`src/rtl/rf_pkg.sv`:
```
// rf_pkg: shared widths, state encoding and requester index for the register-file write arbiter.
package rf_pkg;
  localparam int RF_DATA_WIDTH = 32;
  localparam int RF_ADD_WIDTH  = 5;
  typedef enum logic {CLEAR, ARB} state_e;
  typedef logic req_idx_t;
endpackage

```
`src/rtl/rf_write_arbiter_if.sv`:
```
// rf_write_arbiter_if: two valid/ready write requesters (ALU and load writeback) into the arbiter.
interface rf_write_arbiter_if #(
  parameter int DATA_WIDTH = rf_pkg::RF_DATA_WIDTH,
  parameter int ADD_WIDTH  = rf_pkg::RF_ADD_WIDTH
);
  logic                  req0_valid;
  logic [ADD_WIDTH-1:0]  req0_addr;
  logic [DATA_WIDTH-1:0] req0_data;
  logic                  req0_ready;
  logic                  req1_valid;
  logic [ADD_WIDTH-1:0]  req1_addr;
  logic [DATA_WIDTH-1:0] req1_data;
  logic                  req1_ready;
  modport master (
    output req0_valid, req0_addr, req0_data, req1_valid, req1_addr, req1_data,
    input  req0_ready, req1_ready
  );
  modport slave (
    input  req0_valid, req0_addr, req0_data, req1_valid, req1_addr, req1_data,
    output req0_ready, req1_ready
  );
endinterface

```
`src/rtl/rf_write_arbiter_rr_arb2.sv`:
```
// rr_arb2: two-input round-robin grant; the pointer names the requester favoured on contention.
module rr_arb2
  import rf_pkg::*;
(
  input  logic clk,
  input  logic rst_n,
  input  logic en_i,
  input  logic v0_i,
  input  logic v1_i,
  output logic g0_o,
  output logic g1_o
);
  req_idx_t ptr_q, ptr_d;
  always_comb begin
    g0_o  = en_i & v0_i & (~v1_i | ~ptr_q);
    g1_o  = en_i & v1_i & (~v0_i | ptr_q);
    ptr_d = g0_o ? 1'b1 : g1_o ? 1'b0 : ptr_q;
  end
  always_ff @(posedge clk or negedge rst_n)
    if (!rst_n) ptr_q <= 1'b0;
    else        ptr_q <= ptr_d;
endmodule

```
`src/rtl/rf_write_arbiter.sv`:
```
// rf_write_arbiter: arbitrates two writeback requesters onto one registered RF write port.
// Define RF_WRITE_ARB_CLEAR_EN to zero registers 1..2**ADD_WIDTH-1 after reset before arbitrating.
module rf_write_arbiter
  import rf_pkg::*;
#(
  parameter int DATA_WIDTH = RF_DATA_WIDTH,
  parameter int ADD_WIDTH  = RF_ADD_WIDTH
) (
  input  logic                  clk,
  input  logic                  rst_n,
  rf_write_arbiter_if.slave     req,
  output logic                  WE3,
  output logic [ADD_WIDTH-1:0]  AD3,
  output logic [DATA_WIDTH-1:0] WD3,
  output logic                  busy
);
  logic                  g0, g1, arb_en, wr;
  logic [ADD_WIDTH-1:0]  wa;
  logic [DATA_WIDTH-1:0] wdat;
  logic                  we_q;
  logic [ADD_WIDTH-1:0]  ad_q;
  logic [DATA_WIDTH-1:0] wd_q;
`ifdef RF_WRITE_ARB_CLEAR_EN
  state_e               state_q;
  logic [ADD_WIDTH-1:0] cnt_q;
  assign arb_en = rst_n & (state_q == ARB);
  assign busy   = state_q == CLEAR;
`else
  assign arb_en = rst_n;
  assign busy   = 1'b0;
`endif
  rr_arb2 u_arb (
    .clk  (clk),
    .rst_n(rst_n),
    .en_i (arb_en),
    .v0_i (req.req0_valid),
    .v1_i (req.req1_valid),
    .g0_o (g0),
    .g1_o (g1)
  );
  assign req.req0_ready = g0;
  assign req.req1_ready = g1;
  assign wa   = g1 ? req.req1_addr : req.req0_addr;
  assign wdat = g1 ? req.req1_data : req.req0_data;
  // x0 is hardwired: the handshake completes but nothing is written
  assign wr   = (g0 | g1) & (|wa);
  always_ff @(posedge clk or negedge rst_n)
    if (!rst_n) begin
      we_q <= 1'b0;
      ad_q <= '0;
      wd_q <= '0;
`ifdef RF_WRITE_ARB_CLEAR_EN
      state_q <= CLEAR;
      cnt_q   <= ADD_WIDTH'(1);
`endif
    end
`ifdef RF_WRITE_ARB_CLEAR_EN
    else if (state_q == CLEAR) begin
      we_q  <= 1'b1;
      ad_q  <= cnt_q;
      wd_q  <= '0;
      cnt_q <= cnt_q + 1'b1;
      if (&cnt_q) state_q <= ARB;
    end
`endif
    else begin
      we_q <= wr;
      if (wr) begin
        ad_q <= wa;
        wd_q <= wdat;
      end
    end
  assign WE3 = we_q;
  assign AD3 = ad_q;
  assign WD3 = wd_q;
endmodule

```
`src/flat_wrapper.sv`:
```
// flat-port wrapper written by rule: the top's interface ports become plain ports
module rf_write_arbiter_flat import rf_pkg::*;
#(
  parameter int DATA_WIDTH = RF_DATA_WIDTH,
  parameter int ADD_WIDTH  = RF_ADD_WIDTH
)
  (clk, rst_n, WE3, AD3, WD3, busy, req_req0_valid, req_req0_addr, req_req0_data, req_req1_valid, req_req1_addr, req_req1_data, req_req0_ready, req_req1_ready);
  rf_write_arbiter_if #(.DATA_WIDTH(DATA_WIDTH), .ADD_WIDTH(ADD_WIDTH)) req_i ();
  input  logic clk;
  input  logic rst_n;
  output logic WE3;
  output logic [ADD_WIDTH-1:0] AD3;
  output logic [DATA_WIDTH-1:0] WD3;
  output logic busy;
  input wire logic [$bits(req_i.req0_valid)-1:0] req_req0_valid;
  input wire logic [$bits(req_i.req0_addr)-1:0] req_req0_addr;
  input wire logic [$bits(req_i.req0_data)-1:0] req_req0_data;
  input wire logic [$bits(req_i.req1_valid)-1:0] req_req1_valid;
  input wire logic [$bits(req_i.req1_addr)-1:0] req_req1_addr;
  input wire logic [$bits(req_i.req1_data)-1:0] req_req1_data;
  output wire logic [$bits(req_i.req0_ready)-1:0] req_req0_ready;
  output wire logic [$bits(req_i.req1_ready)-1:0] req_req1_ready;
  assign req_i.req0_valid = req_req0_valid;
  assign req_i.req0_addr = req_req0_addr;
  assign req_i.req0_data = req_req0_data;
  assign req_i.req1_valid = req_req1_valid;
  assign req_i.req1_addr = req_req1_addr;
  assign req_i.req1_data = req_req1_data;
  assign req_req0_ready = req_i.req0_ready;
  assign req_req1_ready = req_i.req1_ready;
  rf_write_arbiter #(.DATA_WIDTH(DATA_WIDTH), .ADD_WIDTH(ADD_WIDTH)) u_core (.clk(clk), .rst_n(rst_n), .req(req_i), .WE3(WE3), .AD3(AD3), .WD3(WD3), .busy(busy));
endmodule
```
`config.mk`:
```
export PLATFORM = sky130hd
export DESIGN_NAME = rf_write_arbiter_flat
export DESIGN_NICKNAME = d
export VERILOG_FILES = /design/src/rtl/rf_pkg.sv /design/src/rtl/rf_write_arbiter_if.sv /design/src/rtl/rf_write_arbiter_rr_arb2.sv /design/src/rtl/rf_write_arbiter.sv /design/src/flat_wrapper.sv
export SDC_FILE = /design/constraint.sdc
export NUM_CORES = 1
export LEC_CHECK = 0
export ABC_AREA = 1
export CAP_MARGIN = 25
export CELL_PAD_IN_SITES_DETAIL_PLACEMENT = 0
export CELL_PAD_IN_SITES_GLOBAL_PLACEMENT = 1
export CORE_ASPECT_RATIO = 1.2
export CORE_MARGIN = 8
export CORE_UTILIZATION = 27
export CTS_BUF_LIST = sky130_fd_sc_hd__clkbuf_16
export DETAILED_ROUTE_END_ITERATION = 8
export GPL_TIMING_DRIVEN = 0
export PLACE_DENSITY = 0.95
export SYNTH_ARGS = -nofsm -noshare
export SYNTH_HDL_FRONTEND = slang
export SYNTH_HIERARCHICAL = 1
export SYNTH_SLANG_ARGS = --single-unit
export TNS_END_PERCENT = 20
```
`constraint.sdc`:
```
create_clock -name clk -period 4.3 [get_ports clk]
set_clock_uncertainty 0.05 [all_clocks]
set_input_delay 0.86 -clock clk [delete_from_list [all_inputs] [get_ports clk]]
set_output_delay 0.86 -clock clk [all_outputs]
set_load 0.01 [all_outputs]
```
==> impl_metrics.json <==
{
  "slowest_delay_ns": 0.63,
  "wl_per_cell_um": 13.64,
  "hpwlAfterDp_um": 5485,
  "start_kind": "input pin",
  "cts_buffers": 5,
  "clockBufferDepth": 2,
  "synth_top_area_cell": "dfrtp_1",
  "clk_latency_ns": 0.27,
  "worst-setup-path-type": "input pin to primary output",
  "cp.arrival_ns": 2.37,
  "avgSynthCellArea_um2": 6.829,
  "dieWidth_um": 95.39,
  "cts_tree": "yes",
  "critPathCaptureType": "primary output",
  "powerDensity_nw_per_um2": 381.5,
  "dpl_worst_slack_ns": 0.6100,
  "syn_area_um2": 2042,
  "cp_common_cell": "clkdlybuf4s50_1",
  "setup_viol": 0,
  "die_area_um2": 10610,
  "crit_path_top_delay_cell": "clkdlybuf4s50_1",
  "gr-total-overflow": 0,
  "multi_input_area_um2": 933.4,
  "grtUsageTotal_pct": 13.54,
  "root_buffer": "clkbuf_16",
  "ys_seq_area_share_pct": 47.79,
  "cts-resized-gates": 0,
  "mostFrequentLayoutCells": "192 x nand2_1, 116 x clkdlybuf4s50_1, 39 x dfrtp_1, 35 x nand3_1, 7 x clkbuf_1",
  "final_design_area_no_fill_um2": 3503,
  "peakVddDrop_uv": 171.8,
  "period_needed_ns": 3.282,
  "clock_sinks": 39,
  "p_leak_nw": 1.775,
  "ys_seq_elements": 39,
  "initial_utilization_pct": 28.07,
  "min_period_over_period_pct": 76.32,
  "drtIter0Drc": 46,
  "route.detailed.drc": 0,
  "netlist.area_leader.share_pct": 47.79,
  "mostFrequentLayoutCell": "nand2_1",
  "syn2layout_area_growth_pct": 71.57,
  "syn_inst": 299,
  "core_um2": 7274,
  "ant_nets": 0,
  "synth_cell_type_count": 16,
  "cap_violations": 0,
  "io_buffers": 117,
  "cp_max_fo": 5,
  "die_h_um": 111.3,
  "diodes": 0,
  "hold_viol": 0,
  "grt_max_degree": 42,
  "avgViaCountPerCell": 4.288,
  "clock.fmax_mhz": 304.7,
  "post_dp_cell_area_um2": 3321,
  "h-tree-depth": 2,
  "rows": 34,
  "crit_chain": "clkdlybuf4s50_1 > nand2_1 > a21oi_1 > clkdlybuf4s50_1",
  "antenna_found_initial": 0,
  "clkTransAtPathRegs_ns": 0.06,
  "worstPathRequired_ns": 3.39,
  "hold_path_class": "input pin to asynchronous set/reset pin",
  "status": "finished clean",
  "first_global_vias": 2270,
  "setup.reg_to_reg.worst_slack_ns": 2.17,
  "syn_nets": 377,
  "ios": 119,
  "worst_slack_ns": 1.018,
  "yosysWarnings": 6,
  "grt_pass1_wl_um": 11390,
  "regArea_um2": 975.9,
  "dr_total_vias": 2204,
  "cts_setup_buffers": 0,
  "gp_congestion": 0.7355,
  "cts_hold_buf": 0,
  "layout-drive-gt1-share_pct": 4.953,
  "drt-total-wl_um": 7012,
  "synth_area_leaders": "dfrtp_1 48%, nand2_1 35%, nand3_1 8.6%",
  "final_nets": 502,
  "rsz0062_at_grt": "no",
  "fillers": 741,
  "drv_slew": 0,
  "drt_first_pass_iters": 4
}
==> worst max-delay path: cells and delay by family <==
kind	cells	cell delay [ns]
and+or+nand+nor	1	0.07
buffers and inverters	2	1.11
AOI/OAI and AO/OA	1	0.34
==> path summary, 6_finish.rpt <==
kind                               startpoint        endpoint  cells after the start
max                            req_req1_valid  req_req1_ready                      4
min                                     rst_n  u_core/WD3[29]                      1
max reg2reg                u_core/u_arb/ptr_q  u_core/WD3[12]                     12
min reg2reg                    u_core/WD3[27]  u_core/WD3[27]                      2
max in group asynchronous               rst_n  u_core/WD3[11]                      2
min in group clk               u_core/WD3[27]  u_core/WD3[27]                      2
==> stage by stage <==
| stage | total power, mW | std cells | util (%) | hold WS (ns) | TNS [ns] |
|---|---|---|---|---|---|
| 2_1_floorplan | 0.6604 | 299 | - | 0.4203 | 0 |
| 3_3_place_gp | 0.9337 | 506 | 45.72 | 0.4035 | -11.70 |
| 3_5_place_dp | 0.9432 | 506 | 45.65 | 0.4070 | 0 |
| 4_1_cts | 1.361 | 513 | 47.88 | 0.4225 | 0 |
| 5_1_grt | 1.422 | 514 | 48.16 | 0.3219 | 0 |
| 6_report | 1.337 | 514 | 48.16 | 0.3313 | 0 |
==> cell usage after synthesis, drive strengths merged <==
cell type / count
nor2: 2
nand2: 192
inv: 7
dfrtp: 39
o21ai: 1
a21oi: 1
buf: 12
conb: 1
nand3: 36
clkbuf: 7
or2: 1
==> sequential cells by signal, summed over array words and instances (netlist names) <==
signal              flops
u_core/AD3              5
u_core/u_arb/ptr_q      1
u_core/WD3             32
u_core/WE3              1
==> report_power, final <==
group	internal [mW]	switching, mW	total, mW
logic	0.249	0.197	0.446
clock network	0.270	0.138	0.408
registers	0.443	0.0397	0.483
total	0.962	0.375	1.34
==> final cells by class <==
type | count | area share (%)
plain buffers | 19 | 3.036
repair buffers | 118 | 33.86
multi-input cells | 234 | 26.64
clock buffers | 5 | 3.571
well taps | 90 | 3.214
flip-flops and latches | 39 | 27.86
clock inverters | 2 | 1.071
inverters | 7 | 0.7500
==> per-layer routing <==
| metal | up-vias | GRT usage [%] | share of wire (%) |
|---|---|---|---|
| met3 | 4 | 3.726 | 6.5 |
| met5 | - | 0 | 0 |
| met1 | 976 | 16.00 | 41 |
| li1 | 1158 | - | - |
| met4 | 0 | 4.214 | 1.3 |
| met2 | 66 | 22.80 | 51 |
==> cells by family (layout without fill, tap and decap cells) <==
logic type / after synthesis / count (layout) / synth area share, %
flip-flops: 39 / 39 / 47.79
buffers and inverters: 26 / 151 / 6.495
AO/OA/AOI/OAI: 2 / 2 / 0.4897
AND/OR/NAND/NOR: 231 / 231 / 45.04
other: 1 / 1 / 0.1836
Power figures use the tool's default switching activity.
